[src/rtl/fifo_pkg.sv]
// Shared helpers for the FIFOs in this datapath.
// Latency: n/a (compile-time functions only).
// Backpressure: n/a.
package fifo_pkg;

    // Width of a fill-level counter that must represent 0..depth inclusive.
    // For depth=4 this is 3 bits, for depth=32 it is 6 bits.
    function automatic int fifo_lw(input int depth);
        return $clog2(depth + 1);
    endfunction

endpackage

[src/rtl/fifo_mem.sv]
// Simple dual-port storage array: synchronous write, asynchronous read.
// Latency: write visible on rd_data the cycle after the write edge.
// Backpressure: none; the caller guarantees addresses stay below FIFO_DEPTH.
module fifo_mem #(
    parameter int DATA_WIDTH = 8,
    parameter int FIFO_DEPTH = 32
) (
    input  logic                          clk,
    input  logic                          wr_en,
    input  logic [$clog2(FIFO_DEPTH)-1:0] wr_addr,
    input  logic [DATA_WIDTH-1:0]         wr_data,
    input  logic [$clog2(FIFO_DEPTH)-1:0] rd_addr,
    output logic [DATA_WIDTH-1:0]         rd_data
);

    // Contents are deliberately left unreset; validity is tracked by the owner.
    logic [DATA_WIDTH-1:0] mem [FIFO_DEPTH];

    // Write port: one entry per edge when enabled.
    always_ff @(posedge clk) begin
        if (wr_en) begin
            mem[wr_addr] <= wr_data;
        end
    end

    assign rd_data = mem[rd_addr];

endmodule

[src/rtl/stream_fifo.sv]
// Valid/ready FWFT FIFO, any depth >= 2, optional registered output, level flags, flush, sticky overflow.
// Latency: a write accepted at edge N is presented on m_valid/m_data right after edge N (both modes).
// Backpressure: s_ready = (level != FIFO_DEPTH), independent of m_ready; writes while full are dropped and flagged.
module stream_fifo
    import fifo_pkg::*;
#(
    parameter int DATA_WIDTH   = 8,
    parameter int FIFO_DEPTH   = 32,
    parameter int OUTPUT_REG   = 0,
    parameter int AFULL_LEVEL  = FIFO_DEPTH - 1,
    parameter int AEMPTY_LEVEL = 1
) (
    input  logic                             clk,
    input  logic                             rst,
    input  logic                             flush,
    input  logic [DATA_WIDTH-1:0]            s_data,
    input  logic                             s_valid,
    output logic                             s_ready,
    output logic [DATA_WIDTH-1:0]            m_data,
    output logic                             m_valid,
    input  logic                             m_ready,
    output logic [fifo_lw(FIFO_DEPTH)-1:0]   level,
    output logic                             almost_full,
    output logic                             almost_empty,
    output logic                             ovf,
    input  logic                             ovf_clr
);

    localparam int LW = fifo_lw(FIFO_DEPTH);
    localparam int AW = $clog2(FIFO_DEPTH);

    localparam logic [LW-1:0] DEPTH_L  = LW'(FIFO_DEPTH);
    localparam logic [LW-1:0] AFULL_L  = LW'(AFULL_LEVEL);
    localparam logic [LW-1:0] AEMPTY_L = LW'(AEMPTY_LEVEL);
    localparam logic [AW-1:0] LAST_PTR = AW'(FIFO_DEPTH - 1);

    // Explicit wrap so depths that are not a power of two never index past the array.
    function automatic logic [AW-1:0] ptr_inc(input logic [AW-1:0] p);
        return (p == LAST_PTR) ? '0 : p + AW'(1);
    endfunction

    logic [LW-1:0]         count;
    logic [AW-1:0]         wr_ptr;
    logic [AW-1:0]         rd_ptr;
    logic                  wr_fire;
    logic                  rd_fire;
    logic                  mem_we;
    logic                  rd_adv;
    logic [DATA_WIDTH-1:0] mem_rd_data;

    // count includes the output register entry when it exists, so empty/full
    // are the same simple compares in both modes.
    assign s_ready      = (count != DEPTH_L);
    assign m_valid      = (count != '0);
    assign wr_fire      = s_valid && s_ready;
    assign rd_fire      = m_valid && m_ready;
    assign level        = count;
    assign almost_full  = (count >= AFULL_L);
    assign almost_empty = (count <= AEMPTY_L);

    // Fill level: up/down counter; simultaneous read and write cancel out.
    always_ff @(posedge clk) begin
        if (rst || flush) begin
            count <= '0;
        end else if (wr_fire && !rd_fire) begin
            count <= count + LW'(1);
        end else if (!wr_fire && rd_fire) begin
            count <= count - LW'(1);
        end
    end

    // Sticky overflow: a new overflow beats a clear in the same cycle; flush leaves it alone.
    always_ff @(posedge clk) begin
        if (rst) begin
            ovf <= 1'b0;
        end else if (s_valid && !s_ready) begin
            ovf <= 1'b1;
        end else if (ovf_clr) begin
            ovf <= 1'b0;
        end
    end

    // Write pointer follows storage writes only (bypassed writes skip the array).
    always_ff @(posedge clk) begin
        if (rst || flush) begin
            wr_ptr <= '0;
        end else if (mem_we) begin
            wr_ptr <= ptr_inc(wr_ptr);
        end
    end

    // Read pointer advances whenever an entry leaves the array.
    always_ff @(posedge clk) begin
        if (rst || flush) begin
            rd_ptr <= '0;
        end else if (rd_adv) begin
            rd_ptr <= ptr_inc(rd_ptr);
        end
    end

    fifo_mem #(
        .DATA_WIDTH (DATA_WIDTH),
        .FIFO_DEPTH (FIFO_DEPTH)
    ) u_mem (
        .clk     (clk),
        .wr_en   (mem_we),
        .wr_addr (wr_ptr),
        .wr_data (s_data),
        .rd_addr (rd_ptr),
        .rd_data (mem_rd_data)
    );

    if (OUTPUT_REG != 0) begin : g_out_reg
        // The head lives in out_q; the array holds the remaining count-1 entries.
        logic [DATA_WIDTH-1:0] out_q;
        logic                  stor_has;
        logic                  bypass;

        assign stor_has = (count > LW'(1));
        // Head slot is (or is about to become) empty and nothing waits in the array.
        assign bypass   = wr_fire && ((count == '0) || ((count == LW'(1)) && rd_fire));
        assign mem_we   = wr_fire && !bypass && !flush && !rst;
        assign rd_adv   = rd_fire && stor_has && !flush && !rst;
        assign m_data   = out_q;

        // Output register: load from the input on bypass, reload from the array on read.
        // The array read slot cannot equal the write slot here: the array is non-empty
        // and can hold at most FIFO_DEPTH-1 entries while the head register is full.
        always_ff @(posedge clk) begin
            if (rst) begin
                out_q <= '0;
            end else if (!flush) begin
                if (bypass) begin
                    out_q <= s_data;
                end else if (rd_fire && stor_has) begin
                    out_q <= mem_rd_data;
                end
            end
        end
    end else begin : g_out_comb
        // Head read straight from the array. rd_ptr equals wr_ptr only when empty
        // (m_valid low) or full (write refused), so the head slot is never being written.
        assign mem_we = wr_fire && !flush && !rst;
        assign rd_adv = rd_fire && !flush && !rst;
        assign m_data = mem_rd_data;
    end

endmodule

[config.mk]
export PLATFORM = sky130hd
export DESIGN_NAME = stream_fifo
export DESIGN_NICKNAME = d
export VERILOG_FILES = /design/src/rtl/fifo_pkg.sv /design/src/rtl/fifo_mem.sv /design/src/rtl/stream_fifo.sv
export SDC_FILE = /design/constraint.sdc
export NUM_CORES = 1
export LEC_CHECK = 0
export ABC_AREA = 1
export ABC_CLOCK_PERIOD_IN_PS = 2660
export BUFFER_PORTS_ARGS = -buffer_cell sky130_fd_sc_hd__buf_2
export CAP_MARGIN = 10
export CELL_PAD_IN_SITES_DETAIL_PLACEMENT = 0
export CELL_PAD_IN_SITES_GLOBAL_PLACEMENT = 1
export CORE_MARGIN = 4
export CORE_UTILIZATION = 41
export CTS_BUF_LIST = sky130_fd_sc_hd__clkbuf_8
export DETAILED_ROUTE_END_ITERATION = 8
export PLACE_DENSITY_LB_ADDON = 0.3
export SLEW_MARGIN = 20
export SYNTH_ARGS = -nofsm -noshare
export SYNTH_HDL_FRONTEND = slang
export SYNTH_SLANG_ARGS = --single-unit
[constraint.sdc]
create_clock -name clk -period 2.66 [get_ports clk]
set_input_delay 0.266 -clock clk [delete_from_list [all_inputs] [get_ports clk]]
set_output_delay 0.266 -clock clk [all_outputs]
set_load 0.02 [all_outputs]
======== After elaboration in Yosys (flattened, before gate mapping) ========
Memories as Yosys holds them, arrays and structs flattened. A register that Yosys moved wholly into a read port is not among the register bits.
Index checks and enable logic that the tools add are counted.
word-level totals
  register bits after elaboration ......... 17
  memory bits (writable) .................. 256
  output and inout bits ................... 19
  logic and storage cells ................. 42
  memories kept ........................... 1
operators by class
  add/sub/neg operators ................... 4
  magnitude comparators ................... 2
  eq/ne operators ......................... 3
  mux-type cells .......................... 10
  reduce and logical (&&, ||, !) cells .... 18
memories
  name       words  width  rd ports  clocked after memory_dff  wr ports  line            text
  u_mem.mem  32     8      1         1                         1         fifo_mem.sv:17  logic [DATA_WIDTH-1:0] mem [FIFO_DEPTH];
operator list
  cell                   count
  $mux W5                4
  $mux W6                2
  $add A5 B1 Y5 const B  2
  $eq A5 B5 Y1 const B   2
  $logic_and A1 B1 Y1    9
  $add A6 B1 Y6 const B  1
  $ge A6 B5 Y1 const B   1
  $le A6 B1 Y1 const B   1
  $ne A6 B6 Y1 const B   1
  $reduce_bool A6 Y1     1
  $sub A6 B1 Y6 const B  1
  $logic_not A1 Y1       5
  $mux W1                4
  $reduce_bool A2 Y1     2
  $logic_or A1 B1 Y1     1

======== Longest topological paths before layout ========
  word-level depth ........................ 6
  gate-level depth with buffers ........... 15
  mapped depth without buffers ............ 14

======== Cells and area by module ========
Synthesis repeated with hierarchy kept, for this count alone.
second synthesis, totals
  cell total of the unflattened synthesis .. 1059
  area total of the unflattened synthesis .. 11687.5 µm²
modules (own cells, without submodules)
  module       instances  cells each  area each (µm²)
  fifo_mem     1          914         10626.4
  stream_fifo  1          145         1061.0

======== Least setup slack after synthesis ========
OpenSTA, ideal clock, no wires.
  path kind ............................... register to register
  start point ............................. reg count[0] (netlist: level[0])
  end point ............................... mem u_mem.mem[23][0] (enable)
  library setup time ...................... 0.383 ns
  arrival ................................. 2.066 ns
  setup slack ............................. 0.211 ns
  stages on the path, launching flop included .. 8
  buffers on the path ..................... 0
  cells stage by stage .................... dfxtp_1 > inv_1 > ha_1 > nand4_2 > nand2_2 > nor2_4 > nand3_1 > nor3_1
on the way
  cells in the longest elaborated chain, start to end .. 6
ends and longest elaborated chain
  element                           line                text
  start: declaration                stream_fifo.sv:42   logic [LW-1:0] count;
  start signal: assignment          stream_fifo.sv:66   count <= count + LW'(1);
  start signal: assignment          stream_fifo.sv:68   count <= count - LW'(1);
  $ne A6 B6 Y1                      stream_fifo.sv:53   assign s_ready = (count != DEPTH_L);
  via s_ready                       stream_fifo.sv:18   output logic s_ready,
  $logic_and A1 B1 Y1               stream_fifo.sv:55   assign wr_fire = s_valid && s_ready;
  $logic_and A1 B1 Y1 (2 in a row)  stream_fifo.sv:143  assign mem_we = wr_fire && !flush && !rst;
  $mux W1                           fifo_mem.sv:21      if (wr_en) begin
  $mux W1 (not written as such)     fifo_mem.sv:22      mem[wr_addr] <= wr_data;
  end: declaration                  fifo_mem.sv:17
The timed path passes the listed nets, and every way through them passes these cells.

==> qor_table.md <==
| Result | Reported | Unit |
| --- | --- | --- |
| Vias in the first global route | 7,777 | - |
| Fillers | 2,664 | - |
| Yosys top cell area share | 65.3 | % |
| Total standard cell area after synthesis | 0.0118 | mm2 |
| Count of unique library cells instantiated by Yosys | 29 | - |
| Seq/Total Area, Yosys | 69.0 | % |
| Setup slack of the most critical reg-to-reg path | 0.39 | ns |
| Synth Register Bits | 278 | - |
| Number of buffers inserted by port buffering | 32 | - |
| Gp weighted congestion | 0.769 | - |
| Cell chain of the critical path | clkinv_8 -> buf_16 -> nand2_1 -> nand3_1 -> nand3_1 -> nand2_1 -> nand2_1 -> nand2_1 -> nand2_1 -> nand2_1 -> buf_2 | - |
| Placed standard-cell area | 0.0124 | mm2 |
| Max stage delay on crit path | 0.47 | ns |
| Effective utilization at floorplan | 41.9 | % |
| Max FO, Critical Path | 37 | - |
| Clock latency of the later-clocked register in the worst-skew pair | 0.56 | ns |
| Leading cell type by number of instances after synthesis | sky130_fd_sc_hd__nand2_1 | - |
| Post-layout min period | 2.50 | ns |
| Drt total wl | 31,100 | um |
| Cell types occupying the most area after synthesis | sky130_fd_sc_hd__edfxtp_1, sky130_fd_sc_hd__nand2_1, sky130_fd_sc_hd__nand3_1, sky130_fd_sc_hd__dfxtp_1, sky130_fd_sc_hd__buf_6 | - |
| Post-Synthesis Cells | 1,064 | - |
| Pin slew with the least headroom to its limit | 0.755 | ns |
| Count of warnings emitted by yosys | 0 | - |
| Cell type of the slowest stage on the worst timing path | sky130_fd_sc_hd__dfxtp_4 | - |
| Antenna violations before repair | 0 | - |
| Wire length of the first global-routing pass | 45,900 | um |
| Run status | finished clean | - |
| Data required time at the worst endpoint | 2.39 | ns |
| Max-slew headroom at the worst pin | 49.6 | % |
| RSZ-0062 raised after global routing | no | - |
| Fin crit share | 93.9 | % |
| Die X | 177 | um |
| Cell seen most often among critical-path stages | sky130_fd_sc_hd__nand2_1 | - |
| Post-layout nets | 1,172 | - |
| Count of buffering cells on the critical path with inverters included | 3 | - |
| Count of flip-flops with a built-in enable after synthesis | 256 | - |
| Area overhead of the layout relative to synthesis | 15.4 | % |
| Fraction of met3 tracks used by global routing | 3.30 | % |
| Remaining antenna violation count | 0 | - |
| Total routing usage reported by global routing | 19.0 | % |
| Async set-reset flop share out of synthesis | 0 | % |
| Critical path data arrival time | 2.23 | ns |
| Clock skew after layout | 0.0298 | ns |
| Global Route met2 Usage | 29.5 | % |
| Post-detailed-route DRC marker count | 0 | - |
| Chip height | 177 | um |
| CTS H-tree lvls | 2 | - |
| Bufs on Longest Clock Path | 3 | - |
| Worst hold-check path type | primary input to flip-flop | - |
| Crit path kind | flip-flop to output port | - |
| Clock tree from TritonCTS | built | - |
| Area occupied by registers | 0.00813 | mm2 |
| Number of sinks handled by clock tree synthesis | 278 | - |
| Area used by multi-input combinational logic | 0.00313 | mm2 |
| Most used routing layer | met2 | - |
| Clock buffer count from CTS | 47 | - |
| Net count after synthesis | 1,090 | - |
| Maximum capacitance violations | 0 | - |
| Core ar. | 0.0281 | mm2 |
| Average cell area after synthesis | 11.1 | um2 |
| Met1 capacity usage during global routing | 28.1 | % |
| Standard-cell row count | 61 | - |
| Number of vias after detailed routing | 8,088 | - |
| Setup TNS | 0 | ns |
| Pin count of the biggest net entering global routing | 65 | - |
| Peak supply drop | 344 | uV |
| GRT overflow | 0 | - |
| N_diodes | 0 | - |
| Die footprint | 0.0315 | mm2 |
| Wire length per cell | 19.9 | um |
| Setup crit start kind | flip-flop | - |
| PD cells | 690 | mW/mm2 |
| I/O pin total | 33 | - |
| Number of DRC markers in iteration 0 | 664 | - |
| Share of cells above drive strength 1 | 14.2 | % |
| Pins over their slew limit | 0 | - |
| Post-route cell area | 0.0136 | mm2 |
| Pleak | 0.00516 | uW |
| Count of endpoints failing hold in the final timing report | 0 | - |
| Top FF cell, synth | sky130_fd_sc_hd__edfxtp_1 | - |
| Worst setup EP type | output port | - |
| TritonRoute pass-1 iters | 5 | - |
| Post-synthesis cell type with the largest combined area | sky130_fd_sc_hd__edfxtp_1 | - |
| Ranking of synthesized cells by instance count | sky130_fd_sc_hd__nand2_1, sky130_fd_sc_hd__edfxtp_1, sky130_fd_sc_hd__nand3_1, sky130_fd_sc_hd__nor2_1, sky130_fd_sc_hd__inv_1 | - |
| Clock root buffer | sky130_fd_sc_hd__clkbuf_8 | - |
| HPWL reported at the end of detailed placement | 16,900 | um |
| Delay-heaviest family, CP | simple AND/OR/NAND/NOR gates | - |
| Clock-pin transition on the worst setup and hold timing paths | 0.06 | ns |
| Final count of negative-setup-slack endpoints | 0 | - |
| Via/cell ratio | 5.18 | - |
| Fmax achieved | 0.401 | GHz |
## worst reg2reg max path, cell delays in order (launching register included)
cell and delay (ns):
sky130_fd_sc_hd__dfxtp_1 0.42, sky130_fd_sc_hd__inv_1 0.13, sky130_fd_sc_hd__ha_1 0.26, sky130_fd_sc_hd__nand4_2 0.13
sky130_fd_sc_hd__nand2_2 0.12, sky130_fd_sc_hd__inv_2 0.12, sky130_fd_sc_hd__ha_1 0.31, sky130_fd_sc_hd__inv_1 0.12
sky130_fd_sc_hd__o22ai_1 0.12, sky130_fd_sc_hd__nand3_1 0.14, sky130_fd_sc_hd__nor2_1 0.15, sky130_fd_sc_hd__nand2_1 0.06
sky130_fd_sc_hd__nand2_1 0.06, sky130_fd_sc_hd__nor2_1 0.04
## routing by layer
layer,wire (um),up-vias,share of wire (%)
met3,2380,38,7.7
li1,-,3838,-
met5,0,-,0
met2,14300,308,46
met4,463,0,1.5
met1,14000,3904,45
## metrics by stage
stage                     hold WS, ns  util, %  std cells  worst slack (ns)  power [uW]
after floorplan                 0.335        -       1064             0.211        5330
after global placement          0.452     44.2       1464             0.382        5580
after detailed placement        0.456     44.2       1464             0.382        5590
after CTS                      0.0752     47.8       1554            0.0528        9420
after global routing            0.108     48.4       1562            0.0208        9700
final                           0.109     48.4       1562             0.163        9370
## where the power goes
part / switching, uW / leakage (uW) / internal, uW
clock: 1720 / 0.000550 / 2130
sequential: 30.3 / 0.00248 / 4790
combinational: 491 / 0.00213 / 204
total: 2240 / 0.00516 / 7130
## cells by family (layout without fill, tap and decap cells)
family / Yosys count / after routing / share of synthesized area (%)
xor+xnor: 3 / 3 / 0.223
buf+inv: 85 / 205 / 4.43
compound gates: 34 / 34 / 1.55
flops: 278 / 278 / 69.0
fa+ha+maj: 12 / 12 / 1.27
simple gates: 652 / 652 / 23.5
## cell usage in the layout, fill, tap and decap left out, types with 15 or more instances in the layout
cell,netlist,routed
sky130_fd_sc_hd__buf_2,18,32
sky130_fd_sc_hd__edfxtp_1,256,256
sky130_fd_sc_hd__nor2_1,46,46
sky130_fd_sc_hd__buf_4,4,41
sky130_fd_sc_hd__nand3_1,207,207
sky130_fd_sc_hd__a21oi_1,15,15
sky130_fd_sc_hd__inv_1,26,44
sky130_fd_sc_hd__nand2_1,382,382
sky130_fd_sc_hd__dfxtp_1,22,20
sky130_fd_sc_hd__clkbuf_8,0,50
## timing repair
action                     CTS  global route
hold buffers                 2             0
resized for setup            2             6
buffers inserted             0             3
hold endpoints to repair     1             0
pin swaps                    0             0
setup endpoints to repair    8             8
cloned                       1             5
## cell type report
type,instances,area share (%)
clock buffers,50,5.06
inverters,30,0.921
well taps,378,3.48
flip-flops and latches,278,59.8
repair inverters,1,0.0644
multi-input cells,701,23.0
clock inverters,37,1.95
repair buffers,87,5.66
## state kept, by name, indices dropped and copies added, names as in the netlist, named ones only
register	flops
level	6
ovf	1
rd_ptr	5
u_mem.mem	256
wr_ptr	5
## path summary, 6_finish.rpt
check	start	to	depth (start not counted)
hold / removal	s_valid	wr_ptr[0]	4
setup / recovery	flip-flop	m_data[7]	11
setup reg to reg	level[0]	level[5]	13
hold reg to reg	rd_ptr[3]	rd_ptr[3]	2
(Power assumes the default switching activity.)
